--- src/rtl/multi_cycle_cpu_if.sv ---
// Memory bus between the multi-cycle core (master) and instruction/data memory (slave).
// A transfer completes in any cycle where MemReq and MemReady are both high.
interface multi_cycle_cpu_if #(
    parameter int unsigned ADDR_W = 16
);
    logic              MemReq;
    logic              MemWr;
    logic [ADDR_W-1:0] MemAddr;
    logic [31:0]       MemWData;
    logic [31:0]       MemRData;
    logic              MemReady;

    modport master (
        output MemReq,
        output MemWr,
        output MemAddr,
        output MemWData,
        input  MemRData,
        input  MemReady
    );

    modport slave (
        input  MemReq,
        input  MemWr,
        input  MemAddr,
        input  MemWData,
        output MemRData,
        output MemReady
    );
endinterface

--- src/rtl/multi_cycle_cpu.sv ---
// Multi-cycle MIPS-subset core: FETCH -> DECODE -> EXEC -> (MEM) -> (WB).
// One shared memory port; HALT is sticky until Reset.
module multi_cycle_cpu #(
    parameter int unsigned ADDR_W   = 16,
    parameter int unsigned RESET_PC = 0,
    parameter int unsigned CNT_W    = 32
) (
    input  logic                Clock,
    input  logic                Reset,
    multi_cycle_cpu_if.master   mem,
    output logic                Halted,
    output logic [CNT_W-1:0]    RetireCnt
);

    localparam logic [5:0] OpRtype = 6'h00;
    localparam logic [5:0] OpJ     = 6'h02;
    localparam logic [5:0] OpBeq   = 6'h04;
    localparam logic [5:0] OpAddi  = 6'h08;
    localparam logic [5:0] OpLw    = 6'h23;
    localparam logic [5:0] OpSw    = 6'h2B;

    localparam logic [5:0] FnAdd = 6'h20;
    localparam logic [5:0] FnSub = 6'h22;
    localparam logic [5:0] FnAnd = 6'h24;
    localparam logic [5:0] FnOr  = 6'h25;
    localparam logic [5:0] FnSlt = 6'h2A;

    typedef enum logic [2:0] {
        StFetch,
        StDecode,
        StExec,
        StMem,
        StWb,
        StHalt
    } state_e;

    state_e            state_q, state_d;
    logic [ADDR_W-1:0] pc_q;
    logic [31:0]       ir_q, a_q, b_q, alu_q, mdr_q;
    logic [31:0]       rf_q [32];
    logic [CNT_W-1:0]  cnt_q;

    // Instruction fields
    logic [5:0]  opcode, funct;
    logic [4:0]  rs, rt, rd;
    logic [31:0] sext_imm;

    assign opcode   = ir_q[31:26];
    assign rs       = ir_q[25:21];
    assign rt       = ir_q[20:16];
    assign rd       = ir_q[15:11];
    assign funct    = ir_q[5:0];
    assign sext_imm = {{16{ir_q[15]}}, ir_q[15:0]};

    logic [31:0]       alu_res;
    logic              retire;
    logic              pc_load;
    logic [ADDR_W-1:0] pc_next;
    logic              rf_we;
    logic [4:0]        rf_waddr;
    logic [31:0]       rf_wdata;

    assign Halted       = (state_q == StHalt);
    assign RetireCnt    = cnt_q;
    assign mem.MemWData = b_q;

    // Next-state, ALU, bus outputs and writeback controls decoded from the current state
    always_comb begin
        state_d     = state_q;
        alu_res     = '0;
        retire      = 1'b0;
        pc_load     = 1'b0;
        pc_next     = pc_q;
        rf_we       = 1'b0;
        rf_waddr    = '0;
        rf_wdata    = '0;
        mem.MemReq  = 1'b0;
        mem.MemWr   = 1'b0;
        mem.MemAddr = pc_q;

        unique case (state_q)
            StFetch: begin
                mem.MemReq = 1'b1;
                if (mem.MemReady) begin
                    state_d = StDecode;
                end
            end
            StDecode: begin
                state_d = StExec;
            end
            StExec: begin
                case (opcode)
                    OpRtype: begin
                        state_d = StWb;
                        case (funct)
                            FnAdd:   alu_res = a_q + b_q;
                            FnSub:   alu_res = a_q - b_q;
                            FnAnd:   alu_res = a_q & b_q;
                            FnOr:    alu_res = a_q | b_q;
                            FnSlt:   alu_res = {31'b0, ($signed(a_q) < $signed(b_q))};
                            default: state_d = StHalt;
                        endcase
                    end
                    OpAddi: begin
                        alu_res = a_q + sext_imm;
                        state_d = StWb;
                    end
                    OpLw, OpSw: begin
                        alu_res = a_q + sext_imm;
                        state_d = StMem;
                    end
                    OpBeq: begin
                        retire  = 1'b1;
                        state_d = StFetch;
                        if (a_q == b_q) begin
                            // pc_q already points past the branch
                            pc_load = 1'b1;
                            pc_next = pc_q + ADDR_W'({sext_imm[29:0], 2'b00});
                        end
                    end
                    OpJ: begin
                        retire  = 1'b1;
                        state_d = StFetch;
                        pc_load = 1'b1;
                        pc_next = ADDR_W'((32'(pc_q) & 32'hF000_0000)
                                          | {4'b0, ir_q[25:0], 2'b00});
                    end
                    default: state_d = StHalt;
                endcase
            end
            StMem: begin
                mem.MemReq  = 1'b1;
                mem.MemWr   = (opcode == OpSw);
                mem.MemAddr = alu_q[ADDR_W-1:0];
                if (mem.MemReady) begin
                    if (opcode == OpSw) begin
                        retire  = 1'b1;
                        state_d = StFetch;
                    end else begin
                        state_d = StWb;
                    end
                end
            end
            StWb: begin
                retire   = 1'b1;
                state_d  = StFetch;
                rf_we    = 1'b1;
                rf_waddr = (opcode == OpRtype) ? rd : rt;
                rf_wdata = (opcode == OpLw) ? mdr_q : alu_q;
            end
            StHalt: begin
                state_d = StHalt;
            end
            default: state_d = StHalt;
        endcase
    end

    // FSM state register
    always_ff @(posedge Clock) begin
        if (Reset) begin
            state_q <= StFetch;
        end else begin
            state_q <= state_d;
        end
    end

    // Datapath registers, register file and retire counter
    always_ff @(posedge Clock) begin
        if (Reset) begin
            pc_q  <= ADDR_W'(RESET_PC);
            ir_q  <= '0;
            a_q   <= '0;
            b_q   <= '0;
            alu_q <= '0;
            mdr_q <= '0;
            cnt_q <= '0;
            for (int i = 0; i < 32; i++) begin
                rf_q[i] <= '0;
            end
        end else begin
            if (state_q == StFetch && mem.MemReady) begin
                ir_q <= mem.MemRData;
                pc_q <= pc_q + ADDR_W'(4);
            end
            if (pc_load) begin
                pc_q <= pc_next;
            end
            if (state_q == StDecode) begin
                a_q <= rf_q[rs];
                b_q <= rf_q[rt];
            end
            if (state_q == StExec) begin
                alu_q <= alu_res;
            end
            if (state_q == StMem && mem.MemReady && opcode == OpLw) begin
                mdr_q <= mem.MemRData;
            end
            // Register 0 is never written, so it always reads as zero
            if (rf_we && rf_waddr != 5'd0) begin
                rf_q[rf_waddr] <= rf_wdata;
            end
            if (retire) begin
                cnt_q <= cnt_q + CNT_W'(1);
            end
        end
    end

endmodule

--- src/flat_wrapper.sv ---
// flat-port wrapper written by rule: the top's interface ports become plain ports
module multi_cycle_cpu_flat 
#(
    parameter int unsigned ADDR_W   = 16,
    parameter int unsigned RESET_PC = 0,
    parameter int unsigned CNT_W    = 32
)
  (Clock, Reset, Halted, RetireCnt, mem_MemReq, mem_MemWr, mem_MemAddr, mem_MemWData, mem_MemRData, mem_MemReady);
  multi_cycle_cpu_if #(.ADDR_W(ADDR_W)) mem_i ();
  input  logic Clock;
  input  logic Reset;
  output logic Halted;
  output logic [CNT_W-1:0] RetireCnt;
  output wire logic [$bits(mem_i.MemReq)-1:0] mem_MemReq;
  output wire logic [$bits(mem_i.MemWr)-1:0] mem_MemWr;
  output wire logic [$bits(mem_i.MemAddr)-1:0] mem_MemAddr;
  output wire logic [$bits(mem_i.MemWData)-1:0] mem_MemWData;
  input wire logic [$bits(mem_i.MemRData)-1:0] mem_MemRData;
  input wire logic [$bits(mem_i.MemReady)-1:0] mem_MemReady;
  assign mem_MemReq = mem_i.MemReq;
  assign mem_MemWr = mem_i.MemWr;
  assign mem_MemAddr = mem_i.MemAddr;
  assign mem_MemWData = mem_i.MemWData;
  assign mem_i.MemRData = mem_MemRData;
  assign mem_i.MemReady = mem_MemReady;
  multi_cycle_cpu #(.ADDR_W(ADDR_W), .RESET_PC(RESET_PC), .CNT_W(CNT_W)) u_core (.Clock(Clock), .Reset(Reset), .mem(mem_i), .Halted(Halted), .RetireCnt(RetireCnt));
endmodule
--- config.mk ---
export PLATFORM = sky130hd
export DESIGN_NAME = multi_cycle_cpu_flat
export DESIGN_NICKNAME = d
export VERILOG_FILES = /design/src/rtl/multi_cycle_cpu_if.sv /design/src/rtl/multi_cycle_cpu.sv /design/src/flat_wrapper.sv
export SDC_FILE = /design/constraint.sdc
export NUM_CORES = 2
export LEC_CHECK = 0
export BUFFER_PORTS_ARGS = -buffer_cell sky130_fd_sc_hd__buf_2
export CORE_AREA = 4 4 444 446
export CTS_BUF_LIST = sky130_fd_sc_hd__clkbuf_4 sky130_fd_sc_hd__clkbuf_8 sky130_fd_sc_hd__clkbuf_16
export CTS_CLUSTER_SIZE = 28
export DETAILED_ROUTE_END_ITERATION = 8
export DIE_AREA = 0 0 448 450
export PLACE_DENSITY_LB_ADDON = 0.15
export SLEW_MARGIN = 20
export SYNTH_ARGS = -nofsm -noshare
export SYNTH_HDL_FRONTEND = slang
export SYNTH_SLANG_ARGS = --single-unit
--- constraint.sdc ---
create_clock -name Clock -period 8.6 [get_ports Clock]
set_input_delay 1.72 -clock Clock [delete_from_list [all_inputs] [get_ports Clock]]
set_output_delay 1.72 -clock Clock [all_outputs]
set_load 0.02 [all_outputs]
==> After elaboration in Yosys (flattened, before gate mapping) <==
Memories as Yosys holds them, arrays and structs flattened. A register that Yosys moved wholly into a read port is not among the register bits.
Cells that the tools add are included.
{ "totals": {"register_bits": 147, "ram_bits": 1024, "rom_bits": 0, "in_bits": 35, "latch_bits": 0, "memories": 1, "elab_cells": 89, "out_inout_bits": 83} }
{ "mem_list": {"columns": ["name", "depth", "width", "rd", "rd_clocked_by_memory_dff", "write_ports", "line", "source"], "rows": [
  ["u_core.rf_q", 32, 32, 2, 2, 32, "multi_cycle_cpu.sv:40", "logic [31:0] rf_q [32];"]
]} }
{ "op_classes": {"order_cmp": 1, "n_div": 0, "shift": 0, "n_mul": 0, "n_mux": 36, "eq_ne": 21, "reduce_logical": 16, "bitwise_logic": 2, "n_addsub": 6} }
{ "op_table": {"columns": ["cell", "n"], "rows": [
  ["case mux 32 bit (5 select lines)", 1],
  ["2-to-1 mux 32 bit", 3],
  ["2-to-1 mux 16 bit", 5],
  ["adder 32 bit", 2],
  ["case mux 32 bit (2 select lines)", 1],
  ["== test 6 bit (second input constant)", 7],
  ["adder 32 x 1 -> 32 bit (second input constant)", 1],
  ["bitwise AND 32 bit", 1],
  ["== test 32 bit", 1],
  ["less-than comparator 32 bit", 1],
  ["bitwise OR 32 bit", 1],
  ["case mux 16 bit (2 select lines)", 1],
  ["OR reduction 32 bit", 1],
  ["subtractor 32 bit", 1],
  ["adder 16 bit", 1],
  ["adder 16 x 3 -> 16 bit (second input constant)", 1],
  ["2-to-1 mux 1 bit", 15],
  ["2-to-1 mux 5 bit", 3],
  ["case mux 3 bit (5 select lines)", 1],
  ["case mux 3 bit (4 select lines)", 1],
  ["2-to-1 mux 3 bit", 3],
  ["== test 3 x 2 -> 1 bit (second input constant)", 2],
  ["== test 3 bit (second input constant)", 2],
  ["== test 6 x 2 -> 1 bit (second input constant)", 1],
  ["other kinds (17)", 25]
]} }

==> Logic depth before layout (Yosys ltp) <==
{ "depth": {"depth_word": 10, "mapped_depth": 13, "mapped_depth_nobuf": 13} }

==> Worst setup path after synthesis <==
OpenSTA, ideal clock, no wires.
{ "synth_path": {"kind": "input to register", "from": "in Reset", "to": "mem u_core.rf_q[15][0] (enable)", "required_time_ns": 8.206, "arrival_ns": 3.723, "setup_time_ns": 0.394, "slack_ns": 4.483, "cell_stages": 4, "path_buffers": 1, "path_cell_list": "clkbuf_1 -> nor4_1 -> nand2_1 -> nand2b_1"} }
{ "synth_lines": {"columns": ["element", "line", "source"], "rows": [
  ["start, declared", "flat_wrapper.sv:11", "input logic Reset;"],
  ["end, declared", "multi_cycle_cpu.sv:40", null]
]} }

==> results.txt <==
The maximum number of buffers from clock root to sink is 3. The post-route cell area is 74900 µm². The commonest cells after synthesis are nor2_1 (1235), edfxtp_1 (1024), mux4_2 (640). The number of max-slew violations in the final report came to 0. The insertion delay of the later-clocked pin in the worst-skew pair came out at 0.81 ns. The number of rows in the core area is 161. The count of yosys warnings during synthesis came out at 0. The final net count is 5334.

Setup repair after global routing left no endpoint under its margin. The worst setup path is of the flip-flop to flip-flop kind. Ranked by total cell area, the synthesized netlist is headed by edfxtp_1 (46%), mux4_2 (21%), nor2_1 (6.9%). The buffer type at the clock tree root is clkbuf_16. The final count of negative-setup-slack endpoints is 0.

The peak ir drop on the vdd network came out at 0.000155 V. The detail route stage leaves a number of antenna-violating nets equal to 0. Hold repair after CTS inserted 0 buffers. The clock transition at the register clock pins on the worst setup and hold paths after CTS is 0.06 ns.

The overall power of the completed layout is 15600 µW. The highest attainable clock frequency came out at 198 MHz. The overall die height came out at 450 µm. The largest net degree at the start of global routing is 115.

Once the clock tree was built, the resizer swapped 0 gates to a different size. The flip-flop and latch count after synthesis is 1233. The die width is 448 µm.

For this design the static power due to leakage is 0.0244 µW. The worst stage delay on the critical path came out at 1.01 ns. The half-perimeter wire length of the detailed placement result came out at 155000 µm. The hold slack came out at 0.452 ns. The top cell type's share of synthesized area came out at 45.8%. The fraction of final layout cells with drive strength greater than 1 came out at 23.8%.

The worst path arrival time came out at 5.47 ns. The synthesized area divided by synthesized cell count is 12.8 µm². The largest area contributor in the netlist is edfxtp_1. Power spread over the standard cell area amounts to 208 nW/µm². For the finished layout, the period the worst path requires is 5.06 ns. STA puts the critical path data required time at 9.00 ns. The worst clock skew on the final layout is 0.0323 ns. In this run the tightest slew margin relative to its limit is 25.8%. For the pin with the worst max-slew slack, the measured transition is 1.11 ns. The number of port buffers came out at 117. The wire length per cell is 29.2 µm. Summing every instance area after synthesis gives 67200 µm². The peak fanout along the critical path came out at 33.

The area growth from synthesis to layout is 11.5%. Buffers inserted during clock tree synthesis total 147. The total negative setup slack came out at 0 ns.

The type of destination of the critical path is a flip-flop. The final weighted congestion of routability-driven global placement came out at 0.882. The number of detailed-route iterations in the first pass is 6. In the synthesized netlist the async set-or-reset flop fraction comes to 0%. The H-tree depth came out at 4. Across all layers, the routed design uses 45100 vias. The worst setup path is launched from a flip-flop. The flow ran to the end, and the final reports show no timing, DRC or antenna violations. The cell count after synthesis came out at 5236. The die covers 202000 µm². The final wirelength came out at 227000 µm. The path class of the tightest hold or removal check is flip-flop to flip-flop. For this design, the sink count on the clock tree is 1233. The number of enable-type register cells in the synthesized netlist is 1024. The initial detailed-routing violation count came out at 4819. The total grt overflow is 0. nor2_1 is the most common cell in the netlist.

The core area came out at 193000 µm². The placed instance area is 70100 µm². The signal on the critical path passes through nor3_1 > nand2_1 > mux2i_1 > nor2_1 > nor4_4 > nand2_2 > nand2b_2. The number of hold violations in the final report came out at 0. The global-route wire length before repair is 326000 µm. The final core utilization came out at 38.9%. The most used flip-flop cell after synthesis is edfxtp_1.

The worst path uses 58.9% of the clock period. The via-per-instance ratio came out at 5.79. The number of setup buffers added after CTS came out at 0.

Once the floorplan was initialized, standard cells occupied 34.9% of the core. The sequential-to-total area share from yosys stat came out at 52.0%. The CTS tree is yes.

The total DRC errors in the routed layout is 0. Global routing consumed, over all layers together, 22.3% of the routing resources. The max capacitance violation total came out at 0. The number of antenna violations at the first check in global routing came out at 10. On the critical path, the stage with the largest delay is an instance of nand2b_2. Pin placement for this block handled 118 I/O pins.

The via count of the first global-routing pass is 43200. The unique cell type count in the Yosys netlist came out at 88.
-- per-layer routing --
layer  vias up  global-route usage [%]  wire length (µm)
met5         -                       0                27
met4         4                    4.18              3750
met3       216                    5.39             20600
met2      1832                    33.4            101000
met1     23600                    33.0            102000
li1      19400                       -                 -
-- layout make-up --
cell class	count	area, µm²
sequential	1233	35000
inverter	118	443
timing repair buffer	191	1230
fill	18200	118000
clock buffer	192	4130
multi-input combinational	3449	30300
tap	2526	3160
antenna	2	5.00
clock inverter	75	703
-- worst paths after layout --
kind                                       start                 end  slack [ns]  cells after the start
worst max-delay path             u_core.ir_q[31]  u_core.rf_q[8][26]        3.54                      7
worst max register to register   u_core.ir_q[31]  u_core.rf_q[8][26]        3.54                      7
worst min register to register  u_core.mdr_q[18]    u_core.mdr_q[18]        0.45                      2
worst min-delay path            u_core.mdr_q[18]    u_core.mdr_q[18]        0.45                      2
-- cells by family after synthesis --
| family | Yosys count | share of synthesized area, % |
|---|---|---|
| xor+xnor | 105 | 1.37 |
| buf+inv | 585 | 3.51 |
| other cells | 1 | 0.00558 |
| compound gates | 580 | 5.68 |
| fa+ha+maj | 159 | 3.01 |
| mux | 761 | 23.3 |
| simple gates | 1812 | 11.1 |
| flops | 1233 | 52.0 |
-- metrics by stage --
| step | std cells | setup slack [ns] |
|---|---|---|
| after global placement | 7517 | 3.22 |
| after detailed placement | 7517 | 3.14 |
| final | 7786 | 3.54 |
| after CTS | 7784 | 3.59 |
| after floorplan | 5267 | 4.48 |
| after global routing | 7785 | 3.20 |
-- sequential cells by signal, summed over array words and instances, names as in the netlist --
signal               count
u_core.state_q           3
u_core.a_q              32
u_core.pc_q             14
u_core.RetireCnt        32
u_core.ir_q             32
u_core.rf_q           1024
u_core.mdr_q            32
u_core.alu_q            32
u_core.mem.MemWData     32
-- placed cells by master (no fill, tap or decap), types with 32 or more instances in the layout --
cell,synthesis,layout
xnor2_1,53,53
ha_1,155,155
clkinv_1,3,36
edfxtp_1,1024,1024
a211oi_1,99,99
buf_2,24,116
clkbuf_4,0,36
nand3_1,35,35
mux2i_1,74,74
dfxtp_1,209,197
nor3_1,54,51
clkbuf_16,0,152
o21ai_0,95,95
nand2_2,0,55
buf_4,2,68
mux4_2,640,640
inv_1,115,115
nor2_1,1235,1233
nand2_1,318,263
xor2_1,52,52
mux2_2,46,46
conb_1,1,32
a21oi_1,179,179
-- report_power, final --
group | internal, µW | total (µW) | switching [µW]
Clock | 3620 | 6260 | 2640
Sequential | 6690 | 6950 | 257
Combinational | 948 | 2390 | 1450
-- critical path: cells and delay by family, from the launching register on --
family / cells / cell delay (ns)
flip-flops: 1 / 0.34
multiplexers: 1 / 0.57
AND/OR/NAND/NOR: 6 / 3.75
No activity file was read; power rests on OpenSTA's default activity.
